`src/rtl/mem_access_unit.sv`:
```
// MEM-stage data-memory access unit: one outstanding cache transaction, lane
// steering for stores, extension of load data, and misalignment detection.
module mem_access_unit #(
    parameter int unsigned XLEN  = 32,
    parameter int unsigned BE_W  = XLEN / 8,
    parameter int unsigned OFF_W = $clog2(XLEN / 8)
) (
    input  logic              clk,
    input  logic              rst,
    input  logic              valid_i,
    input  logic              mem_read_i,
    input  logic              mem_write_i,
    input  logic [2:0]        funct3_i,
    input  logic [XLEN-1:0]   addr_i,
    input  logic [XLEN-1:0]   wdata_i,
    input  logic              advance_i,
    input  logic              flush_i,
    output logic              stall_o,
    output logic [XLEN-1:0]   rdata_o,
    output logic              rdata_valid_o,
    output logic              misalign_o,
    output logic              dmem_read_o,
    output logic              dmem_write_o,
    output logic [XLEN-1:0]   dmem_addr_o,
    output logic [XLEN-1:0]   dmem_wdata_o,
    output logic [BE_W-1:0]   dmem_byte_en_o,
    input  logic              dmem_resp_i,
    input  logic [XLEN-1:0]   dmem_rdata_i
);

    typedef enum logic [1:0] {IDLE, BUSY, DONE} state_t;

    state_t            r_state;
    state_t            w_next;
    logic              r_read;
    logic              r_write;
    logic [XLEN-1:0]   r_addr;
    logic [XLEN-1:0]   r_wdata;
    logic [BE_W-1:0]   r_be;
    logic [2:0]        r_funct3;
    logic [OFF_W-1:0]  r_off;
    logic              r_kill;
    logic [XLEN-1:0]   r_rdata;
    logic              r_rdata_valid;

    logic              w_access;
    logic              w_misalign;
    logic [OFF_W-1:0]  w_off;
    logic [BE_W-1:0]   w_base_be;
    logic [BE_W-1:0]   w_byte_en;
    logic [XLEN-1:0]   w_wdata;
    logic [XLEN-1:0]   w_addr;
    logic [XLEN-1:0]   w_load_ext;
    logic              w_latch;
    logic              w_resp;
    logic              w_capture;

    // Shift the addressed bytes down to bit 0, then sign/zero extend by size.
    function automatic logic [XLEN-1:0] extend_load(input logic [XLEN-1:0] d,
                                                    input logic [2:0]      f3,
                                                    input logic [OFF_W-1:0] off);
        logic [XLEN-1:0] t;
        int unsigned     sh;
        case (f3[1:0])
            2'b00:   sh = XLEN - 8;
            2'b01:   sh = XLEN - 16;
            2'b10:   sh = XLEN - 32;
            default: sh = 0;
        endcase
        t = (d >> {off, 3'b000}) << sh;
        if (f3[2])
            return t >> sh;
        else
            return $unsigned($signed(t) >>> sh);
    endfunction

    assign w_access   = valid_i & (mem_read_i | mem_write_i) & ~flush_i;
    assign w_off      = addr_i[OFF_W-1:0];
    assign w_byte_en  = w_base_be << w_off;
    assign w_wdata    = wdata_i << {w_off, 3'b000};
    assign w_addr     = {addr_i[XLEN-1:OFF_W], {OFF_W{1'b0}}};
    assign w_load_ext = extend_load(dmem_rdata_i, r_funct3, r_off);
    assign misalign_o = w_access & w_misalign;

    // Size decode; a dword in a 32-bit build can never be issued.
    always_comb begin
        w_misalign = 1'b0;
        w_base_be  = BE_W'(1);
        case (funct3_i[1:0])
            2'b00: begin
                w_misalign = 1'b0;
                w_base_be  = BE_W'(1);
            end
            2'b01: begin
                w_misalign = w_off[0];
                w_base_be  = BE_W'(3);
            end
            2'b10: begin
                w_misalign = |w_off[1:0];
                w_base_be  = BE_W'(15);
            end
            default: begin
                w_misalign = (XLEN == 32) ? 1'b1 : (|w_off);
                w_base_be  = {BE_W{1'b1}};
            end
        endcase
    end

    // Next state and stall; a response after a flush is swallowed.
    always_comb begin
        w_next    = r_state;
        w_latch   = 1'b0;
        w_resp    = 1'b0;
        w_capture = 1'b0;
        stall_o   = 1'b0;
        case (r_state)
            IDLE: begin
                if (w_access && !w_misalign) begin
                    w_latch = 1'b1;
                    stall_o = 1'b1;
                    w_next  = BUSY;
                end
            end
            BUSY: begin
                stall_o = 1'b1;
                if (dmem_resp_i) begin
                    w_resp = 1'b1;
                    if (r_kill || flush_i) begin
                        w_next = IDLE;
                    end else begin
                        w_next    = DONE;
                        w_capture = r_read;
                    end
                end
            end
            DONE: begin
                if (advance_i || flush_i)
                    w_next = IDLE;
            end
            default: w_next = IDLE;
        endcase
    end

    always_ff @(posedge clk) begin
        if (!rst) begin
            r_state       <= IDLE;
            r_read        <= 1'b0;
            r_write       <= 1'b0;
            r_addr        <= '0;
            r_wdata       <= '0;
            r_be          <= '0;
            r_funct3      <= '0;
            r_off         <= '0;
            r_kill        <= 1'b0;
            r_rdata       <= '0;
            r_rdata_valid <= 1'b0;
        end else begin
            r_state <= w_next;
            if (w_latch) begin
                r_read   <= mem_read_i;
                r_write  <= mem_write_i;
                r_addr   <= w_addr;
                r_wdata  <= w_wdata;
                r_be     <= w_byte_en;
                r_funct3 <= funct3_i;
                r_off    <= w_off;
                r_kill   <= 1'b0;
            end
            if (r_state == BUSY && flush_i)
                r_kill <= 1'b1;
            if (w_resp) begin
                r_read  <= 1'b0;
                r_write <= 1'b0;
                r_kill  <= 1'b0;
            end
            if (w_capture) begin
                r_rdata       <= w_load_ext;
                r_rdata_valid <= 1'b1;
            end else if (r_state == DONE && w_next == IDLE) begin
                r_rdata_valid <= 1'b0;
            end
        end
    end

    assign rdata_o        = r_rdata;
    assign rdata_valid_o  = r_rdata_valid;
    assign dmem_read_o    = r_read;
    assign dmem_write_o   = r_write;
    assign dmem_addr_o    = r_addr;
    assign dmem_wdata_o   = r_wdata;
    assign dmem_byte_en_o = r_be;

endmodule

```
`config.mk`:
```
export PLATFORM = sky130hd
export DESIGN_NAME = mem_access_unit
export DESIGN_NICKNAME = d
export VERILOG_FILES = /design/src/rtl/mem_access_unit.sv
export SDC_FILE = /design/constraint.sdc
export NUM_CORES = 1
export LEC_CHECK = 0
export ABC_AREA = 1
export BUFFER_PORTS_ARGS = -buffer_cell sky130_fd_sc_hd__buf_2
export CORE_UTILIZATION = 50
export DETAILED_ROUTE_END_ITERATION = 7
export GPL_TIMING_DRIVEN = 0
export PLACE_DENSITY = 0.93
export SLEW_MARGIN = 30
export SYNTH_ARGS = -nofsm -noshare
export SYNTH_HDL_FRONTEND = slang
export SYNTH_SLANG_ARGS = --single-unit
```
`constraint.sdc`:
```
create_clock -name clk -period 6.2 [get_ports clk]
set_clock_uncertainty 0.05 [all_clocks]
set_input_delay 1.86 -clock clk [delete_from_list [all_inputs] [get_ports clk]]
set_output_delay 1.86 -clock clk [all_outputs]
set_load 0.005 [all_outputs]
```
* Word level (Yosys, flattened, before mapping)
Index checks and enable logic that the tools add are counted.
** Word-level totals
- Register bits after elaboration :: 109
- Output and inout port bits :: 105
- Logic and storage cells :: 63
** Cells by class
- Equality and inequality tests :: 5
- Shift operators :: 6
- Multiplexer cells :: 21
- Bitwise logic cells :: 6
- Reduce and logical (&&, ||, !) cells :: 14
** Operators with widths (number)
- two-way mux 32 bit :: 1
- << shifter 32 x 32 -> 32 bit :: 1
- << shifter 32 x 5 -> 32 bit :: 1
- right shift 32 x 32 -> 32 bit :: 1
- right shift 32 x 5 -> 32 bit :: 1
- >>> shifter 32 x 32 -> 32 bit :: 1
- two-way mux 1 bit :: 11
- one-hot mux 5 bit (2 select lines) :: 1
- zero test 2 bit :: 4
- two-way mux 2 bit :: 4
- one-hot mux 4 bit (2 select lines) :: 1
- == test 2 x 1 -> 1 bit, second input constant :: 3
- one-hot mux 2 bit (3 select lines) :: 1
- == test 2 bit, second input constant :: 2
- nonzero test 2 bit :: 2
- OR reduction 2 bit :: 2
- << shifter 4 x 2 -> 4 bit :: 1
- AND 1 bit :: 3
- logical AND 1 bit :: 3
- one-hot mux 1 bit (3 select lines) :: 1
- logical OR 1 bit :: 2
- NOT 1 bit :: 2
- one-hot mux 1 bit (2 select lines) :: 1
- zero test 1 bit :: 1
- bitwise OR 1 bit :: 1

* Depth between registers and ports, before layout
- Word-level depth :: 10
- Mapped depth :: 10

* Least setup slack after synthesis
Ideal clock, no wire load.
- Path type :: input to output
- Start point :: in addr_i[1]
- End point :: out stall_o
- Data arrival time :: 2.757 ns
- Data required time :: 4.290 ns
- Path slack :: 1.533 ns
- Stages on the path :: 8
- Buffers on the path :: 3
- Cell sequence :: buf_2 > o21ai_2 > nand2_1 > nor2_4 > nand2_4 > buf_6 > buf_6 > o21ai_0
** Between the ends
- Word-level cells in the longest chain between the ends :: 6
** Ends and longest elaborated chain
- from (decl) :: line 14 : input logic [XLEN-1:0] addr_i,
- OR reduction 2 bit :: line 99 : w_misalign = |w_off[1:0];
- one-hot mux 1 bit (3 select lines) :: line 89 : case (funct3_i[1:0])
- zero test 1 bit :: line 118 : if (w_access && !w_misalign) begin
- logical AND 1 bit :: line 118
- two-way mux 1 bit :: line 118
- one-hot mux 1 bit (2 select lines) :: line 116 : case (r_state)
- to (decl) :: line 18 : output logic stall_o,
No other way between the ends.

* Worst setup path in the final report
- Start point :: in funct3_i[0]
- End point :: out stall_o
** Between the ends
- Word-level cells in the longest chain between the ends :: 6
- Elaborated cells on any way between the ends :: 8
- Those cells by class :: 2 x eq/ne; 3 x mux; 3 x reduce/logical
** Ends and longest elaborated chain
- from (decl) :: line 13 : input logic [2:0] funct3_i,
- == test 2 bit, or another cell as far along :: line 89
- one-hot mux 1 bit (3 select lines) * :: line 89
- zero test 1 bit * :: line 118
- logical AND 1 bit * :: line 118
- two-way mux 1 bit * :: line 118
- one-hot mux 1 bit (2 select lines) * :: line 116
Every way passes the cells marked *; elsewhere a longest branch is shown, timed or not.

==> reports/results.ini <==
[logic_synthesis]
synth_top_cell_area_share_pct=41.1
ys_ff_latch=109
synth_area_per_cell_um2=6.57
syn_area_um2=5310
yosysSeqAreaShare_pct=41.1
synth.distinct_cells=31
ys_warn_count=0
syn_inst=809
synth_area_leader_cell=dfxtp_1
synthTopCellsByArea=dfxtp_1 41%, nor2_1 12%, nand2_1 12%, o21ai_0 6.7%, nand3_1 5.1%

[clock_network]
clock_sinks=109
cts_buffer_depth=2
cts_tree=built
root_buffer=clkbuf_8
ctsHoldBuffers=0
cts_resized=0
clkLatencyLatePin_ns=0.37
clkTransAtPathRegs_ns=0.11
cts_max_level=3
cts_setup_buffers=0
tritoncts.num_buffers=9

[hold_path]
hold_path_depth=2
hp-start=rdata_valid_o
whs_endpoint=rdata_valid_o
hold_path.class=reg2reg

[timing]
period_minus_slack_ns=5.06
slew_viol_final=0
whs_ns=0.415
worstMarginPinSlew_ns=0.583
fmax_mhz=198
fin_tns_setup_ns=0
period_share_pct=81.6
setup_ws_ns=1.14
max_slew_margin_pct=61.1
rsz0062_at_grt=false
finalSetupViolCount=0
hold_violations=0

[critical_path]
cp_data_arrival_time_ns=3.15
r2r-end=rdata_o[8]
crit_required_ns=4.29
crit_path_max_fanout=10
worstSetupStartpointType=input pin
rrSetupSlack_ns=4.55
critPathKind=in2out
rr_startpoint=r_off[0]
r2r_cells=7
end_kind=primary output

[run_status]
status=finished, final reports clean

[grt]
grt_pass1_wl_um=25300
grt_pass1_vias=5405
overflow=0
grt_max_degree=20
grtUsageTotal_pct=28.7
antenna_found_initial=0

[floorplan]
die_w_um=105
io_pins=212
initial_core_util_pct=51.4
die-area_um2=11000
die_y_um=105
num_rows=37
core_um2=10300

[pwr]
power_density_nw_per_um2=208
p_seq_share_pct=51.9
p_int_mw=1.00
peakVddDrop_v=0.000128
power_leakage_nw=3.39
power_frac_comb_pct=16.2
power.share.clock_pct=31.9
finalPower_mw=1.40
power_switching_share_pct=28.6
p_switching_mw=0.401

[route]
wl_per_cell_um=13.6
viasPerCell=5.18
drt_iter0_markers=442
drcViolationCount=0
vias=6065
drt-pass1-iter-count=5
finalWirelength_um=16000
route.antenna.remaining_nets=0

[cells_and_area]
areaGrowthSynthToFinish_pct=26.7
design_area_um2=6730
final_common_cell=buf_2
drive_gt1_share_pct=27.4
diodes=0
nNetsFinal=1136
final_cell_mix=228 x buf_2, 173 x nor2_1, 170 x nand2_1, 109 x dfxtp_1, 71 x o21ai_0

[placed_design]
dp_hpwl_um=12600
placed_cell_area_um2=6530
post-place-ws_ns=1.16
place.port_buffers=208
routabilityCongestion=0.962

[run]
max_cap_viol_count=0

[per-stage QoR]
step	utilization [%]	cells
5_1_grt	65.2	1170
3_5_place_dp	63.2	1154
2_1_floorplan	-	810
4_1_cts	65.2	1170
6_report	65.2	1170
3_3_place_gp	63.2	1154
[logic make-up after synthesis]
family,synth area share [%]
compound gates,16.5
simple gates,33.0
buf+inv,9.33
flops,41.1
other cells,0.0706
[area by class of cell]
class	count	area, um^2
Clock buffer	9	124
Buffer	58	318
Inverter	47	178
Clock inverter	7	81.3
Timing Repair Buffer	208	1040
Tap cell	136	170
Fill cell	981	3590
Multi-Input combinational cell	596	2640
Sequential cell	109	2180
[worst max path at each step]
| stage | from | end | cells after the start |
|---|---|---|---|
| floorplan | addr_i[1] | stall_o | 8 |
| global placement | funct3_i[0] | stall_o | 9 |
| detailed placement | funct3_i[0] | stall_o | 9 |
| CTS | funct3_i[0] | stall_o | 9 |
| global route | funct3_i[0] | stall_o | 9 |
| finish | funct3_i[0] | stall_o | 9 |
[cell usage after synthesis (all sizes together)]
library cell	number
buf	35
and2	3
or2	10
inv	46
nor3	7
o21ai	107
dfxtp	109
nand2	173
clkbuf	23
o22ai	6
o211ai	6
clkinv	1
nand4	1
nor2	177
nand3	55
conb	1
a31oi	4
a21oi	45
[power by group through the flow]
stage / clock network, mW / registers (mW) / logic [mW]
2_1_floorplan: 0 / 0.744 / 0.129
3_3_place_gp: 0 / 0.742 / 0.221
3_5_place_dp: 0 / 0.743 / 0.223
4_1_cts: 0.456 / 0.727 / 0.224
5_1_grt: 0.488 / 0.729 / 0.252
6_report: 0.448 / 0.727 / 0.227
[state kept, by name, indices dropped and copies added, names as in the netlist]
signal and cells:
dmem_wdata_o 32, rdata_o 32, dmem_addr_o 30, dmem_byte_en_o 4
r_funct3 3, r_off 2, r_state 2, dmem_read_o 1
dmem_write_o 1, r_kill 1, rdata_valid_o 1
[worst max-delay path, stage by stage]
cell	delay [ns]
buf_2	0.14
o21ai_1	0.23
nand2_1	0.13
nor2_4	0.14
nand2_4	0.10
buf_6	0.17
buf_6	0.14
o21ai_0	0.08
buf_2	0.16
[metal layers]
metal / vias to the layer above / wire length [um] / GRT usage [%] / part of all wire, %
met5: - / 0 / 0 / 0
met4: 0 / 572 / 12.5 / 3.6
met3: 49 / 1250 / 5.99 / 7.8
met2: 273 / 7300 / 47.2 / 46
met1: 2709 / 6840 / 36.3 / 43
li1: 3034 / - / - / -
Note: power is estimated with default switching activity, not from simulation.
